`src/rtl/mc_control_if.sv`:
```
// Signal bundle between the multi-cycle control unit and its datapath/IR.
// The slave modport is the control unit's view; the master modport is the datapath's view.
interface mc_control_if;
  logic [5:0] opcode;
  logic [5:0] funct;
  logic       zero;
  logic       pc_we;
  logic       ir_we;
  logic       reg_we;
  logic       mem_we;
  logic [1:0] reg_dst;
  logic       alu_src;
  logic [1:0] mem_to_reg;
  logic [1:0] ext_op;
  logic [2:0] alu_ctr;
  logic [1:0] npc_sel;
  logic [2:0] state;
  logic       illegal;
  logic       halted;

  modport slave (
    input  opcode, funct, zero,
    output pc_we, ir_we, reg_we, mem_we, reg_dst, alu_src, mem_to_reg,
           ext_op, alu_ctr, npc_sel, state, illegal, halted
  );

  modport master (
    output opcode, funct, zero,
    input  pc_we, ir_we, reg_we, mem_we, reg_dst, alu_src, mem_to_reg,
           ext_op, alu_ctr, npc_sel, state, illegal, halted
  );
endinterface

```
`src/rtl/mc_control.sv`:
```
// Multi-cycle MIPS control FSM (FETCH/DECODE/EXEC/MEM/WB) with instruction/data memory wait states.
// Optional macro ILLEGAL_HALT_EN: an illegal instruction parks the FSM in HALT until reset.
module mc_control #(
  parameter int unsigned FETCH_WAIT = 0,
  parameter int unsigned MEM_WAIT   = 0,
  parameter int unsigned WAIT_W     = 4
) (
  input  logic         clk,
  input  logic         reset,
  mc_control_if.slave  bus
);

  typedef enum logic [2:0] {
    S_FETCH  = 3'd0,
    S_DECODE = 3'd1,
    S_EXEC   = 3'd2,
    S_MEM    = 3'd3,
    S_WB     = 3'd4,
    S_HALT   = 3'd5
  } state_t;

  localparam logic [WAIT_W-1:0] C_FW  = WAIT_W'(FETCH_WAIT);
  localparam logic [WAIT_W-1:0] C_MW  = WAIT_W'(MEM_WAIT);
  localparam logic [WAIT_W-1:0] C_ONE = WAIT_W'(1);

  state_t            r_state, w_next;
  logic [WAIT_W-1:0] r_cnt;

  logic w_rtype, w_addu, w_subu, w_jr, w_ori, w_lw, w_sw, w_beq, w_lui, w_j, w_jal, w_legal;
  logic w_pc_we, w_ir_we, w_reg_we, w_mem_we, w_illegal;

  assign w_rtype = (bus.opcode == 6'd0);
  assign w_addu  = w_rtype && (bus.funct == 6'd33);
  assign w_subu  = w_rtype && (bus.funct == 6'd35);
  assign w_jr    = w_rtype && (bus.funct == 6'd8);
  assign w_ori   = (bus.opcode == 6'd13);
  assign w_lw    = (bus.opcode == 6'd35);
  assign w_sw    = (bus.opcode == 6'd43);
  assign w_beq   = (bus.opcode == 6'd4);
  assign w_lui   = (bus.opcode == 6'd15);
  assign w_j     = (bus.opcode == 6'd2);
  assign w_jal   = (bus.opcode == 6'd3);
  assign w_legal = w_addu | w_subu | w_jr | w_ori | w_lw | w_sw | w_beq | w_lui | w_j | w_jal;

  // Datapath mux selects depend only on the instruction, never on the state
  always_comb begin
    bus.reg_dst    = 2'd0;
    bus.alu_src    = 1'b0;
    bus.mem_to_reg = 2'd0;
    bus.ext_op     = 2'd0;
    bus.alu_ctr    = 3'd0;
    bus.npc_sel    = 2'd0;
    if (w_addu) begin
      bus.reg_dst = 2'd1; bus.alu_ctr = 3'd1;
    end else if (w_subu) begin
      bus.reg_dst = 2'd1; bus.alu_ctr = 3'd2;
    end else if (w_ori) begin
      bus.alu_src = 1'b1; bus.alu_ctr = 3'd3;
    end else if (w_lui) begin
      bus.alu_src = 1'b1; bus.ext_op = 2'd2; bus.alu_ctr = 3'd4;
    end else if (w_lw) begin
      bus.alu_src = 1'b1; bus.ext_op = 2'd1; bus.alu_ctr = 3'd1; bus.mem_to_reg = 2'd1;
    end else if (w_sw) begin
      bus.alu_src = 1'b1; bus.ext_op = 2'd1; bus.alu_ctr = 3'd1;
    end else if (w_beq) begin
      bus.ext_op = 2'd1; bus.alu_ctr = 3'd2; bus.npc_sel = 2'd1;
    end else if (w_j) begin
      bus.npc_sel = 2'd2;
    end else if (w_jal) begin
      bus.npc_sel = 2'd2; bus.reg_dst = 2'd2; bus.mem_to_reg = 2'd2;
    end else if (w_jr) begin
      bus.npc_sel = 2'd3;
    end
  end

  always_comb begin
    w_next    = r_state;
    w_pc_we   = 1'b0;
    w_ir_we   = 1'b0;
    w_reg_we  = 1'b0;
    w_mem_we  = 1'b0;
    w_illegal = 1'b0;
    case (r_state)
      S_FETCH: begin
        if (r_cnt == C_FW) begin
          w_ir_we = 1'b1;
          w_pc_we = 1'b1;
          w_next  = S_DECODE;
        end
      end
      S_DECODE: begin
        if (w_j || w_jr) begin
          w_pc_we = 1'b1;
          w_next  = S_FETCH;
        end else if (w_jal) begin
          w_pc_we  = 1'b1;
          w_reg_we = 1'b1;
          w_next   = S_FETCH;
        end else if (!w_legal) begin
          w_illegal = 1'b1;
`ifdef ILLEGAL_HALT_EN
          w_next = S_HALT;
`else
          w_next = S_FETCH;
`endif
        end else begin
          w_next = S_EXEC;
        end
      end
      S_EXEC: begin
        if (w_beq) begin
          w_pc_we = bus.zero;
          w_next  = S_FETCH;
        end else if (w_lw || w_sw) begin
          w_next = S_MEM;
        end else begin
          w_next = S_WB;
        end
      end
      S_MEM: begin
        if (r_cnt == C_MW) begin
          if (w_sw) begin
            w_mem_we = 1'b1;
            w_next   = S_FETCH;
          end else begin
            w_next = S_WB;
          end
        end
      end
      S_WB: begin
        w_reg_we = 1'b1;
        w_next   = S_FETCH;
      end
`ifdef ILLEGAL_HALT_EN
      S_HALT:  w_next = S_HALT;
`else
      S_HALT:  w_next = S_FETCH;
`endif
      default: w_next = S_FETCH;
    endcase
    // Reset dominates: a pending sw in MEM must not issue its write
    if (reset) begin
      w_pc_we   = 1'b0;
      w_ir_we   = 1'b0;
      w_reg_we  = 1'b0;
      w_mem_we  = 1'b0;
      w_illegal = 1'b0;
      w_next    = S_FETCH;
    end
  end

  always_ff @(posedge clk) begin
    r_state <= w_next;
    if (reset || (w_next != r_state)) begin
      r_cnt <= '0;
    end else if ((r_state == S_FETCH) || (r_state == S_MEM)) begin
      r_cnt <= r_cnt + C_ONE;
    end
  end

  assign bus.pc_we   = w_pc_we;
  assign bus.ir_we   = w_ir_we;
  assign bus.reg_we  = w_reg_we;
  assign bus.mem_we  = w_mem_we;
  assign bus.illegal = w_illegal;
  assign bus.state   = r_state;
`ifdef ILLEGAL_HALT_EN
  assign bus.halted  = (r_state == S_HALT);
`else
  assign bus.halted  = 1'b0;
`endif

endmodule
```
`src/flat_wrapper.sv`:
```
// flat-port wrapper written by rule: the top's interface ports become plain ports
module mc_control_flat 
#(
  parameter int unsigned FETCH_WAIT = 0,
  parameter int unsigned MEM_WAIT   = 0,
  parameter int unsigned WAIT_W     = 4
)
  (clk, reset, bus_opcode, bus_funct, bus_zero, bus_pc_we, bus_ir_we, bus_reg_we, bus_mem_we, bus_reg_dst, bus_alu_src, bus_mem_to_reg, bus_ext_op, bus_alu_ctr, bus_npc_sel, bus_state, bus_illegal, bus_halted);
  mc_control_if bus_i ();
  input  logic clk;
  input  logic reset;
  input wire logic [$bits(bus_i.opcode)-1:0] bus_opcode;
  input wire logic [$bits(bus_i.funct)-1:0] bus_funct;
  input wire logic [$bits(bus_i.zero)-1:0] bus_zero;
  output wire logic [$bits(bus_i.pc_we)-1:0] bus_pc_we;
  output wire logic [$bits(bus_i.ir_we)-1:0] bus_ir_we;
  output wire logic [$bits(bus_i.reg_we)-1:0] bus_reg_we;
  output wire logic [$bits(bus_i.mem_we)-1:0] bus_mem_we;
  output wire logic [$bits(bus_i.reg_dst)-1:0] bus_reg_dst;
  output wire logic [$bits(bus_i.alu_src)-1:0] bus_alu_src;
  output wire logic [$bits(bus_i.mem_to_reg)-1:0] bus_mem_to_reg;
  output wire logic [$bits(bus_i.ext_op)-1:0] bus_ext_op;
  output wire logic [$bits(bus_i.alu_ctr)-1:0] bus_alu_ctr;
  output wire logic [$bits(bus_i.npc_sel)-1:0] bus_npc_sel;
  output wire logic [$bits(bus_i.state)-1:0] bus_state;
  output wire logic [$bits(bus_i.illegal)-1:0] bus_illegal;
  output wire logic [$bits(bus_i.halted)-1:0] bus_halted;
  assign bus_i.opcode = bus_opcode;
  assign bus_i.funct = bus_funct;
  assign bus_i.zero = bus_zero;
  assign bus_pc_we = bus_i.pc_we;
  assign bus_ir_we = bus_i.ir_we;
  assign bus_reg_we = bus_i.reg_we;
  assign bus_mem_we = bus_i.mem_we;
  assign bus_reg_dst = bus_i.reg_dst;
  assign bus_alu_src = bus_i.alu_src;
  assign bus_mem_to_reg = bus_i.mem_to_reg;
  assign bus_ext_op = bus_i.ext_op;
  assign bus_alu_ctr = bus_i.alu_ctr;
  assign bus_npc_sel = bus_i.npc_sel;
  assign bus_state = bus_i.state;
  assign bus_illegal = bus_i.illegal;
  assign bus_halted = bus_i.halted;
  mc_control #(.FETCH_WAIT(FETCH_WAIT), .MEM_WAIT(MEM_WAIT), .WAIT_W(WAIT_W)) u_core (.clk(clk), .reset(reset), .bus(bus_i));
endmodule
```
`config.mk`:
```
export PLATFORM = sky130hd
export DESIGN_NAME = mc_control_flat
export DESIGN_NICKNAME = d
export VERILOG_FILES = /design/src/rtl/mc_control_if.sv /design/src/rtl/mc_control.sv /design/src/flat_wrapper.sv
export SDC_FILE = /design/constraint.sdc
export NUM_CORES = 1
export LEC_CHECK = 0
export ABC_AREA = 1
export CAP_MARGIN = 40
export CORE_ASPECT_RATIO = 0.7
export CORE_MARGIN = 2
export CORE_UTILIZATION = 40
export DETAILED_ROUTE_END_ITERATION = 8
export GPL_TIMING_DRIVEN = 0
export PLACE_DENSITY = 0.78
export SETUP_SLACK_MARGIN = 0.2
export SLEW_MARGIN = 20
export SYNTH_ARGS = -nofsm -noshare
export SYNTH_HDL_FRONTEND = slang
export SYNTH_SLANG_ARGS = --single-unit
```
`constraint.sdc`:
```
create_clock -name clk -period 1.9 [get_ports clk]
set_input_delay 0.285 -clock clk [delete_from_list [all_inputs] [get_ports clk]]
set_output_delay 0.285 -clock clk [all_outputs]
set_load 0.01 [all_outputs]
```
### Yosys cells after proc, flatten, opt, wreduce, memory -nomap -nowiden

Index checks and enable logic that the tools add are counted.

| cells by class | value |
|---|---|
| add/subtract/negate cells | 1 |
| multipliers | 0 |
| div/mod/pow operators | 0 |
| order comparisons | 0 |
| equality and inequality tests | 15 |
| shift operators | 0 |
| multiplexer cells | 73 |
| bitwise gates (word level) | 9 |
| reduce and logical (&&, ||, !) cells | 10 |

Operators with widths:

| kind | number |
|---|---|
| 2-bit 2-to-1 mux | 32 |
| 3-bit 2-to-1 mux | 14 |
| 6-bit == test, second input constant | 4 |
| 1-bit 2-to-1 mux | 24 |
| 6-bit by 4-bit == test with 1-bit output, second input constant | 3 |
| 6-bit by 2-bit == test with 1-bit output, second input constant | 2 |
| 3-bit one-hot mux with 4 select lines | 1 |
| 1-bit OR | 9 |
| 3-bit by 2-bit == test with 1-bit output, second input constant | 2 |
| 6-bit by 3-bit == test with 1-bit output, second input constant | 1 |
| 6-bit zero test | 1 |
| 4-bit by 1-bit adder with 4-bit output, second input constant | 1 |
| 4-bit zero test | 1 |
| 1-bit logical OR | 4 |
| 3-bit by 1-bit == test with 1-bit output, second input constant | 1 |
| 3-bit == test, second input constant | 1 |
| 1-bit logical AND | 3 |
| 3-bit zero test | 1 |
| 3-bit != test | 1 |
| 1-bit one-hot mux with 3 select lines | 1 |
| 1-bit one-hot mux with 2 select lines | 1 |

| storage, ports and cells | value |
|---|---|
| register bits | 7 |
| bits in latches | 0 |
| RAM bits | 0 |
| memory bits (read-only) | 0 |
| output and inout port bits | 21 |
| word-level logic and storage cells | 110 |
| memories | 0 |

### Logic depth before layout (Yosys ltp)

Gate-level depths: netlist of run 1.

| logic depth | value |
|---|---|
| depth in word-level cells | 18 |
| mapped depth | 12 |
| gate-level depth less buffers | 12 |

### Worst setup path after synthesis of run 1

OpenSTA, ideal clock, no wires.

| path | value |
|---|---|
| kind | input-to-output |
| start point | in bus_opcode[1] |
| end point | out bus_illegal |
| data arrival time | 1.154 ns |
| path slack | 0.461 ns |
| stages | 7 |
| cell sequence | nand2_1 > inv_2 > nand3_2 > nand2_2 > nor2_1 > nand3_2 > nor4_1 |

| between the ends | value |
|---|---|
| longest elaborated chain between the ends | 16 |
| elaborated cells between the ends (all ways) | 26 |
| classes of those cells | 7 x eq/ne; 5 x mux; 9 x bitwise; 5 x reduce/logical |

RTL lines:

| element | line | source |
|---|---|---|
| from (decl) | flat_wrapper.sv:12 | `input wire logic [$bits(bus_i.opcode)-1:0] bus_opcode;` |
| 6-bit zero test | mc_control.sv:32 | `assign w_rtype = (bus.opcode == 6'd0);` |
| 1-bit logical AND (on tied branches) | mc_control.sv:33, mc_control.sv:34 |  |
| 1-bit OR (9 in a row) | mc_control.sv:43 | `assign w_legal = w_addu \| w_subu \| w_jr \| w_ori \| w_lw \| w_sw \| w_beq \| w_lui \| w_j \| w_jal;` |
| 1-bit 2-to-1 mux | mc_control.sv:99 | `end else if (!w_legal) begin` |
| 1-bit 2-to-1 mux | mc_control.sv:95 | `end else if (w_jal) begin` |
| 1-bit 2-to-1 mux * | mc_control.sv:92 | `if (w_j \|\| w_jr) begin` |
| 1-bit 2-to-1 mux * | mc_control.sv:83 | `case (r_state)` |
| 1-bit 2-to-1 mux * | mc_control.sv:142 | `if (reset) begin` |
| to (decl) | flat_wrapper.sv:26 | `output wire logic [$bits(bus_i.illegal)-1:0] bus_illegal;` |

Mark *: on every way between the ends. The rest lies on a longest branch, timed or not.

### Worst setup path in the final report of run 1

| path | value |
|---|---|
| start point | in bus_funct[4] |
| end point | out bus_alu_ctr[1] |

| between the ends | value |
|---|---|
| longest elaborated chain between the ends | 4 |
| elaborated cells between the ends (all ways) | 6 |
| classes of those cells | 2 x eq/ne; 2 x mux; 2 x reduce/logical |

RTL lines:

| element | line | source |
|---|---|---|
| from (decl) | flat_wrapper.sv:13 | `input wire logic [$bits(bus_i.funct)-1:0] bus_funct;` |
| 6-bit == test | mc_control.sv:34 | `assign w_subu = w_rtype && (bus.funct == 6'd35);` |
| 1-bit logical AND | mc_control.sv:34 |  |
| 3-bit 2-to-1 mux | mc_control.sv:55 | `end else if (w_subu) begin` |
| 3-bit 2-to-1 mux * | mc_control.sv:53 | `if (w_addu) begin` |
| to (decl) | flat_wrapper.sv:23 | `output wire logic [$bits(bus_i.alu_ctr)-1:0] bus_alu_ctr;` |

Marks and branches as above.

==> impl_metrics.toml, run 1 <==
[run_status]
status = "completed"

[setup_path]
cp_cell_sequence = "dlygate4sd2_1 -> nor2_2 -> nor2b_4 -> buf_4 -> nand3_1 -> nand3_1 -> dlygate4sd2_1"
critical_path.max_fanout = 2
critPathRequiredTime_ps = 1620
worstSetupPathType = "in2out"
arrival_ps = 1370
crit_slowest_cell = "dlygate4sd2_1"
slowest_delay_ps = 260
cp-end-kind = "primary output"
cp-start-kind = "input port"

[floorplan]
row_count = 13
io-pin-count = 36
coreArea_um2 = 1840
die-area_um2 = 2300
chipWidth_um = 56.5
die_h_um = 40.7
initial_core_util = 0.419

[drt]
antenna_left = 0
drt-pass1-iter-count = 4
drt_iter0_drc = 36
wire_per_inst_um = 14.0
drc_errors = 0
routed_wl_mm = 2.77
vias = 1026
avgViaCountPerCell = 5.21

[synth]
synth-edff-count = 0
yosysSeqAreaShare = 0.182
synth_top_flop_cell = "dfxtp_1"
synthesis.area_um2 = 771
syn-instance-count = 125
postSynth.asyncResetShare = 0
synth_nets = 142
yosysTopAreaCell = "dfxtp_1"
ys_types = 28
netlist_top_cells_area = "dfxtp_1 18%, inv_1 9.7%, nor2_1 9.3%"
yosysTopAreaCellShare = 0.182
syn_area_per_cell_um2 = 6.17
ys_seq_elements = 7
yosys_warnings = 0

[sta]
clock_skew_ps = 12.4
fin_crit_sh = 0.870
slew_violations = 0
setup-violations-final = 0
rsz0062_at_grt = "yes"
fmax_mhz = 605
setup_tns_ps = 0
whs_ps = 405
final_hold_viol_count = 0
fin_crit_ps = 1650

[place]
dp_hpwl_mm = 1.68
port_buffers = 34
place_congestion = 0.840

[clocking]
cts_tree = "done"
cts_max_level = 1
cts.sinks = 7
cts_root_buf = "clkbuf_4"
path_clk_slew_ps = 60
clock_latency_ps = 260
numCtsBuffers = 3
clk_path_buf_depth = 2

[worst_hold_path]
hold_class = "in2reg"

[finish]
fin_nets = 193
diodes = 0
syn2layout_area_growth_pct = 75.3
fin_util = 0.735
final_cell_mix = "16 x inv_1, 15 x dlygate4sd2_1, 14 x nand2_1"
drive_above_1_share = 0.457
final_common_cell = "inv_1"
fill_cells = 140

[pwr]
power.static_leakage_nw = 0.693
powerDensity_nw_per_um2 = 675
p_total_w = 0.000912
ir_drop_v = 0.000449

[global_route]
gr-max-usage-layer = "met2"
gr-total-overflow = 0
grt_use_met1 = 0.261
antenna_found_initial = 0
gr-usage-met2 = 0.427
use_met3 = 0.0757
grt_pass1_vias = 873
grt_first_pass_wirelength_mm = 3.89
grtUsageTotal = 0.230
grt_max_degree = 8

[run]
cap_violations = 0
## cell families after synthesis
logic type,share of synthesized area
other cells,0.00487
compound gates,0.0568
xor+xnor,0.0341
fa+ha+maj,0.0325
buf+inv,0.151
flops,0.182
simple gates,0.539
## stage by stage
step                setup WS [ps]  std cells  instance area (µm²)
CTS                           169        194                 1270
global route                  159        197                 1350
floorplan                     461        125                  771
global placement             -546        181                 1140
detailed placement           -551        181                 1140
finish                        247        197                 1350
## critical path: cells and delay by family
kind | cells | cell delay [ps]
buffers and inverters | 3 | 620
and+or+nand+nor | 4 | 470
## layer usage
metal | vias to the layer above | share of wire
li1 | 502 | -
met1 | 466 | 0.38
met2 | 44 | 0.51
met3 | 14 | 0.081
met4 | 0 | 0.031
met5 | - | 0
## cell type report
type | count | area, µm² | share of cell area
plain buffers | 3 | 22.5 | 0.0167
flip-flops and latches | 7 | 145 | 0.107
inverters | 25 | 93.8 | 0.0694
clock buffers | 4 | 26.3 | 0.0194
repair buffers | 46 | 380 | 0.281
multi-input cells | 90 | 656 | 0.485
well taps | 22 | 27.5 | 0.0204
## registers in the layout, summed over array words and instances, names as in the netlist
register          cells
u_core.bus.state      3
u_core.r_cnt          4
## cell usage after synthesis (3+ instances only)
master   number
nor2_2        8
inv_2         3
nand3_1      11
nand2_2       3
nor2_1       19
nand2_1      17
inv_1        20
nand3_2       5
nand4_1       3
buf_4         3
dfxtp_1       7
nor2_4        3
## power by group
group	internal [W]	switching [W]	leakage, nW	total, W
logic	0.000250	0.000314	0.620	0.000564
clock network	0.0000804	0.0000583	0.0150	0.000139
registers	0.000177	0.0000315	0.0585	0.000208
## path summary, 6_finish.rpt
| check | start | endpoint | slack (ps) | depth (start not counted) |
|---|---|---|---|---|
| max | bus_funct[4] | bus_alu_ctr[1] | 250 | 7 |
| min | reset | u_core.bus.state[2] | 410 | 2 |
| max reg2reg | u_core.r_cnt[2] | u_core.r_cnt[3] | 290 | 11 |
| min reg2reg | u_core.r_cnt[0] | u_core.r_cnt[0] | 590 | 3 |
## repair_timing
item | CTS | global route
endpoints found under the setup margin | 17 | 14
gates resized for setup | 79 | 32
hold buffers | 0 | 0
gates cloned | 0 | 0
setup buffers | 9 | 3
pin swaps | 17 | 8
No activity file was read; power rests on OpenSTA's default activity.
==> inputs of run 2 (changes only) <==
--- a/config.mk
+++ b/config.mk
@@ -8,7 +8,7 @@
 export ABC_AREA = 1
 export CAP_MARGIN = 40
 export CORE_ASPECT_RATIO = 0.7
-export CORE_MARGIN = 2
+export CORE_MARGIN = 4
 export CORE_UTILIZATION = 40
 export DETAILED_ROUTE_END_ITERATION = 8
 export GPL_TIMING_DRIVEN = 0
==> run 2 against run 1 <==
Compared with the run above:
- sequential power is 6% higher
- clock skew is 8.5 ps lower
- clock power hardly changed
- core utilization is 11 points higher
- wire length is 6.1% higher
- critical path depth is 2 higher
- sequential cell count stayed put
==> impl_metrics.toml, run 2 (synthesis gave the netlist of run 1 again) <==
[run_status]
status = "completed"

[drt]
drt_iter0_drc = 33
antenna_left = 0
routed_wl_mm = 2.93
vias = 1044
drt-pass1-iter-count = 4
avgViaCountPerCell = 5.22
wire_per_inst_um = 14.7
drc_errors = 0

[setup_path]
slowest_delay_ps = 170
crit_slowest_cell = "buf_2"
cp-start-kind = "input port"
r2r_end = "u_core.r_cnt[3]"
r2r_cells = 13
cp_top_family = "simple AND/OR/NAND/NOR gates"
worstSetupPathType = "in2out"
arrival_ps = 1410
critical_path.max_fanout = 4
rr_startpoint = "u_core.r_cnt[1]"
r2r_slack_ps = 300
cp_cell_sequence = "clkbuf_4 -> nor2_4 -> buf_4 -> nand3_2 -> nand2_2 -> nor2_4 -> nand3_2 -> nor4_2 -> buf_2"
path_buf_inv = 3
critPathRequiredTime_ps = 1620
cp-end-kind = "primary output"

[floorplan]
die_h_um = 44.7
initial_core_util = 0.454
chipWidth_um = 60.5
row_count = 12
io-pin-count = 36
coreArea_um2 = 1700
die-area_um2 = 2700

[sta]
fmax_mhz = 590
fin_crit_sh = 0.892
setup_tns_ps = 0
setup-violations-final = 0
rsz0062_at_grt = "yes"
fin_crit_ps = 1690
whs_ps = 604
clock_skew_ps = 3.90
final_hold_viol_count = 0
fin_ws_ps = 206
slew_violations = 0

[finish]
syn2layout_area_growth_pct = 85.2
final_cell_mix = "17 x buf_4, 15 x inv_1, 14 x nand2_1"
largest_reg_flops = 4
layoutNonFillerInstCount = 200
drive_above_1_share = 0.520
diodes = 0
fin_nets = 197
final_common_cell = "buf_4"
fin_util = 0.841
top_register = "u_core.r_cnt"

[clocking]
path_clk_slew_ps = 50
cts_root_buf = "clkbuf_4"
cts.sinks = 7
cts_tree = "done"
clk_path_buf_depth = 2
clock_latency_ps = 260
cts_max_level = 1
numCtsBuffers = 3

[pwr]
power.static_leakage_nw = 0.687
powerDensity_nw_per_um2 = 709
p_int_w = 0.000561
p_sw_frac = 0.446
ir_drop_v = 0.000803
clockPowerShare = 0.141
power_frac_seq = 0.217
p_sw_w = 0.000451
combPwrFrac = 0.643

[worst_hold_path]
holdPathEnd = "u_core.bus.state[2]"
hold_start = "reset"
holdPathStages = 2
hold_class = "in2reg"

[run]
cap_violations = 0

[global_route]
grt_max_degree = 8
grtUsageTotal = 0.198
gr-total-overflow = 0
grt_first_pass_wirelength_mm = 4.04
grt_pass1_vias = 924
antenna_found_initial = 0

[place]
dp_hpwl_mm = 1.84
dp_slack_ps = -620
place_congestion = 0.874
port_buffers = 34
dp_cells = 180
==> run 2: power groups by stage <==
stage               Sequential (W)  Clock [W]  Combinational (W)
floorplan                 0.000200          0           0.000260
global placement          0.000200          0           0.000404
detailed placement        0.000202          0           0.000410
CTS                       0.000205   0.000139           0.000471
global route              0.000225   0.000155           0.000705
finish                    0.000220   0.000142           0.000651
==> run 2: what timing repair did <==
action	4_1_cts	5_1_grt
hold buffers	0	0
endpoints found under the setup margin	17	13
pin swaps	13	13
cloned	0	0
hold endpoints to repair	0	0
resized for setup	84	40
buffers inserted	8	8
==> run 2: worst max path at each step <==
stage / startpoint / depth (start not counted) / to
after floorplan: bus_opcode[1] / 7 / bus_illegal
after global placement: bus_opcode[4] / 8 / bus_illegal
after detailed placement: bus_opcode[1] / 9 / bus_illegal
after CTS: bus_opcode[0] / 9 / bus_illegal
after global routing: bus_opcode[1] / 9 / bus_illegal
final: bus_opcode[1] / 9 / bus_illegal
==> run 2: metal layers <==
layer	vias to the layer above	track usage	part of all wire
li1	499	-	-
met1	499	0.228	0.40
met2	44	0.375	0.52
met3	2	0.0543	0.069
met4	0	0.0260	0.0072
met5	-	0	0
==> run 2: final cells by class <==
class | instances | area, µm²
inverter | 25 | 98.8
buffer | 3 | 22.5
multi-input combinational | 90 | 701
fill | 95 | 269
sequential | 7 | 151
timing repair buffer | 50 | 402
clock buffer | 4 | 26.3
tap | 21 | 26.3
==> run 2: through the flow <==
stage,total power [W],cell area [µm²]
after detailed placement,0.000612,1140
final,0.00101,1430
after global routing,0.00108,1430
after floorplan,0.000460,771
after global placement,0.000604,1140
after CTS,0.000814,1280
